[src/rtl/rca_sum_accumulator.sv]
// Accumulates COUNT {carry,sum} words from the ripple-carry adder into one
// ACC_W-bit frame total with a sticky overflow flag. Optional macro: RCA_ACC_SAT_EN.
module rca_sum_accumulator #(
  parameter int DATA_W = 4,
  parameter int ACC_W  = 8,
  parameter int COUNT  = 4
) (
  input  logic              clk,
  input  logic              rst,
  input  logic              clear,
  input  logic              in_valid,
  output logic              in_ready,
  input  logic [DATA_W-1:0] in_sum,
  input  logic              in_carry,
  output logic              out_valid,
  input  logic              out_ready,
  output logic [ACC_W-1:0]  out_acc,
  output logic              out_ovf,
  output logic              busy
);

  localparam int CNT_W = $clog2(COUNT + 1);

  typedef enum logic [1:0] {
    IDLE  = 2'd0,
    ACCUM = 2'd1,
    HOLD  = 2'd2
  } state_t;

  state_t            state, state_n;
  logic [ACC_W-1:0]  acc, acc_n;
  logic [CNT_W-1:0]  cnt, cnt_n;
  logic              ovf, ovf_n;
  logic              accept;
  logic              last;
  logic [ACC_W:0]    operand;
  logic [ACC_W:0]    sum;

  // Handshake: a word transfers on a rising edge where in_valid & in_ready;
  // a result transfers on a rising edge where out_valid & out_ready. Both
  // sides must hold their data stable until that edge.
  assign in_ready = (state != HOLD);
  assign busy     = (state != IDLE);
  assign accept   = in_valid & in_ready;

  assign operand = {{(ACC_W - DATA_W){1'b0}}, in_carry, in_sum};
  assign sum     = {1'b0, acc} + operand;
  assign last    = (state == IDLE) ? (COUNT == 1) : (cnt == CNT_W'(COUNT - 1));

  always_comb begin
    state_n = state;
    acc_n   = acc;
    cnt_n   = cnt;
    ovf_n   = ovf;
    if (clear) begin
      state_n = IDLE;
      acc_n   = '0;
      cnt_n   = '0;
      ovf_n   = 1'b0;
    end else begin
      case (state)
        IDLE: begin
          // First operand always fits because ACC_W >= DATA_W+1.
          if (accept) begin
            acc_n   = operand[ACC_W-1:0];
            cnt_n   = CNT_W'(1);
            state_n = last ? HOLD : ACCUM;
          end
        end
        ACCUM: begin
          if (accept) begin
            cnt_n = cnt + CNT_W'(1);
            if (sum[ACC_W]) ovf_n = 1'b1;
`ifdef RCA_ACC_SAT_EN
            if (sum[ACC_W] || ovf) acc_n = '1;
            else                   acc_n = sum[ACC_W-1:0];
`else
            acc_n = sum[ACC_W-1:0];
`endif
            if (last) state_n = HOLD;
          end
        end
        HOLD: begin
          if (out_ready) begin
            state_n = IDLE;
            acc_n   = '0;
            cnt_n   = '0;
            ovf_n   = 1'b0;
          end
        end
        default: state_n = IDLE;
      endcase
    end
  end

  // Result outputs are registered from the next-state values so they are
  // valid in the cycle after the final accept and zero outside HOLD.
  always_ff @(posedge clk or posedge rst) begin
    if (rst) begin
      state     <= IDLE;
      acc       <= '0;
      cnt       <= '0;
      ovf       <= 1'b0;
      out_valid <= 1'b0;
      out_acc   <= '0;
      out_ovf   <= 1'b0;
    end else begin
      state     <= state_n;
      acc       <= acc_n;
      cnt       <= cnt_n;
      ovf       <= ovf_n;
      out_valid <= (state_n == HOLD);
      out_acc   <= (state_n == HOLD) ? acc_n : '0;
      out_ovf   <= (state_n == HOLD) & ovf_n;
    end
  end

endmodule
[config.mk]
export PLATFORM = sky130hd
export DESIGN_NAME = rca_sum_accumulator
export DESIGN_NICKNAME = d
export VERILOG_FILES = /design/src/rtl/rca_sum_accumulator.sv
export SDC_FILE = /design/constraint.sdc
export NUM_CORES = 1
export LEC_CHECK = 0
export ABC_AREA = 1
export BUFFER_PORTS_ARGS = -buffer_cell sky130_fd_sc_hd__buf_2
export CORE_ASPECT_RATIO = 1.2
export CORE_UTILIZATION = 60
export DETAILED_ROUTE_END_ITERATION = 6
export PLACE_DENSITY = 0.82
export SYNTH_ARGS = -nofsm -noshare
export SYNTH_HDL_FRONTEND = slang
export SYNTH_SLANG_ARGS = --single-unit
[constraint.sdc]
create_clock -name clk -period 5.2 [get_ports clk]
set_clock_uncertainty 0.1 [all_clocks]
set_input_delay 0.26 -clock clk [delete_from_list [all_inputs] [get_ports clk]]
set_output_delay 0.26 -clock clk [all_outputs]
set_load 0.05 [all_outputs]
==> flow_summary.ini <==
[synthesis]
synth_cell_types = 24
synth_area_mm2 = 0.001473
syn_inst = 192
async_reset_ff_frac = 1.000
synth-edff-count = 0
yosysWarningCount = 0
synth_seq_cells = 24
synth_nets = 214
avgSynthCellArea_um2 = 7.670
seq_area_frac_synth = 0.4078
ys.flop_type = dfrtp_1

[cells_and_area]
antenna_cells = 0
drive_gt1_frac = 0.1643
final_cell_mix = 45 x nand2_1, 28 x inv_1, 24 x dfrtp_1, 21 x buf_2, 19 x nand3_1
final_common_cell = nand2_1
final_nets = 236
area_delta_synth_final_pct = 12.15

[die]
placementRows = 19
start_util = 0.6386
coreArea_mm2 = 0.002306
die_w_um = 47.23
die_h_um = 56.27
ios = 22
die-area_mm2 = 0.002657

[critical_path]
rrSetupSlack_ns = 3.16
cp_max_fo = 3
r2r-end = out_acc[6]
worstSetupEndpoint = out_acc[6]
cp.arrival_ns = 2.21
reg2reg_depth = 11
cp_data_required_time_ns = 5.37
r2r-start = acc[0]
cp-end-kind = register
worstSetupStartpoint = acc[0]
critPathKind = reg2reg
start_kind = register

[run_status]
violations = negative hold slack
status = finished with violations

[clock_tree]
cts_tree = done
clk_pin_slew_ns = 0.13
cts_max_path_buffers = 2
postCtsHoldBufs = 0
numCtsBuffers = 3
htreeDepth = 1
cts.sinks = 24
root_buffer = clkbuf_4
post_cts_buffers = 0
insertion_delay_ns = 0.33
cts_resized = 0

[global_route]
grt_first_pass_wirelength_um = 5133
grt_max_degree = 25
grt.overflow.total = 0
antenna_found_initial = 0
grt_pass1_vias = 1253
grt.total_usage = 0.2724

[sta]
layout_setup_ws_ns = 3.164
worst_pin_slew_ns = 0.8679
relSlewSlack = 0.4208
rsz0062_at_grt = false
fin_hold_ws_ns = -0.01076
post-route-min-period_ns = 2.036
max_clock_freq_mhz = 491.1
hold_violations = 24
period_share = 0.3916
setup-violations-final = 0
fin_tns_setup_ns = 0
slew_viol_final = 0

[worst_hold_path]
worstHoldPathType = in2async

[routing]
wire_per_inst_um = 12.96
drtPass1Iterations = 5
drc = 0
vias = 1324
via_per_inst = 5.426
dr.first_iter.drc_count = 43
detail-route-antenna-nets = 0
wl_um = 3163

[power]
netSwitchingFraction = 0.2881
p_per_area_mw_per_mm2 = 254.8
p_clk_frac = 0.323
p_leak_nw = 0.9692
power_switching_w = 0.0001213
ir_drop_mv = 0.2419
intPower_w = 0.0002996
combPwrFrac = 0.204
pwr-share-seq = 0.473

[placed_design]
port_buffers = 21
gp_congestion = 0.9062
dp_slack_ns = 3.197
dp_hpwl_um = 2402

[flow_run]
timing.max_cap.violations = 0
[per-layer routing]
layer	up-vias	wire length (µm)	global-route usage
met1	617	1341	0.3276
met3	11	144	0.04823
met5	-	0	0
li1	657	-	-
met4	0	72	0.1306
met2	39	1604	0.4481
[synth_stat cells (2+ instances only)]
library cell	number	share of area
nor3_1	4	0.014
inv_2	4	0.010
inv_1	28	0.071
clkbuf_1	2	0.0051
dfrtp_1	24	0.41
nand3_1	19	0.065
nor2_1	17	0.043
nand4_1	3	0.013
ha_1	11	0.093
a21oi_1	9	0.031
a22o_1	2	0.012
o21ai_0	12	0.041
buf_2	2	0.0068
nand2_1	45	0.11
[cell families after synthesis]
group	count (synthesis)	share of synthesized area
flip-flops	24	0.4078
buffers and inverters	36	0.09346
AND/OR/NAND/NOR	94	0.2940
adder cells (fa/ha/maj)	12	0.1071
AO/OA/AOI/OAI	26	0.09771
[registers in the layout, summed over array words and instances, names as in the netlist]
name and count:
acc 8, out_acc 8, out_valid 1, state 2
out_ovf 1, ovf 1, cnt 3
[through the flow]
| step | area (µm²) | total power, W | utilization | std cells |
|---|---|---|---|---|
| floorplan | 1473 | 0.0002655 | - | 192 |
| global placement | 1599 | 0.0002835 | 0.6934 | 240 |
| detailed placement | 1599 | 0.0002870 | 0.6934 | 240 |
| CTS | 1652 | 0.0004218 | 0.7162 | 244 |
| global route | 1652 | 0.0004411 | 0.7162 | 244 |
| finish | 1652 | 0.0004209 | 0.7162 | 244 |
[power groups by stage]
| stage | combinational, W | clock [W] | sequential [W] |
|---|---|---|---|
| floorplan | 0.0000645 | 0 | 0.000201 |
| global placement | 0.0000811 | 0 | 0.000202 |
| detailed placement | 0.0000843 | 0 | 0.000203 |
| CTS | 0.0000851 | 0.000138 | 0.000199 |
| global route | 0.0000961 | 0.000145 | 0.000200 |
| finish | 0.0000858 | 0.000136 | 0.000199 |
[worst min path at each step]
stage,from,slack (ns),endpoint,depth (start not counted)
after floorplan,rst,0.17,acc[0],1
after global placement,rst,0.37,out_valid,2
after detailed placement,rst,0.39,out_valid,2
after CTS,rst,0.02,acc[0],2
after global routing,rst,0.08,out_valid,2
final,rst,-0.01,out_valid,2
[worst max-delay path: stages (launching register included)]
cell and delay (ns):
dfrtp_1 0.42, ha_1 0.23, fa_1 0.42, nand3_1 0.10, nand3_1 0.09, nand2_1 0.09
nand2_1 0.11, a21oi_1 0.15, nand2_1 0.07, nand2_1 0.06, nand2_1 0.06, nor2_1 0.08
[cell type report]
type                       instances  area, µm²
clock inverter                     1      30.03
inverter                          32      120.1
multi-input combinational        132      734.5
timing repair buffer              21      105.1
sequential                        24      600.6
clock buffer                       3      22.52
tap                               31      38.79
fill                             211      654.4
Power figures use the tool's default switching activity.
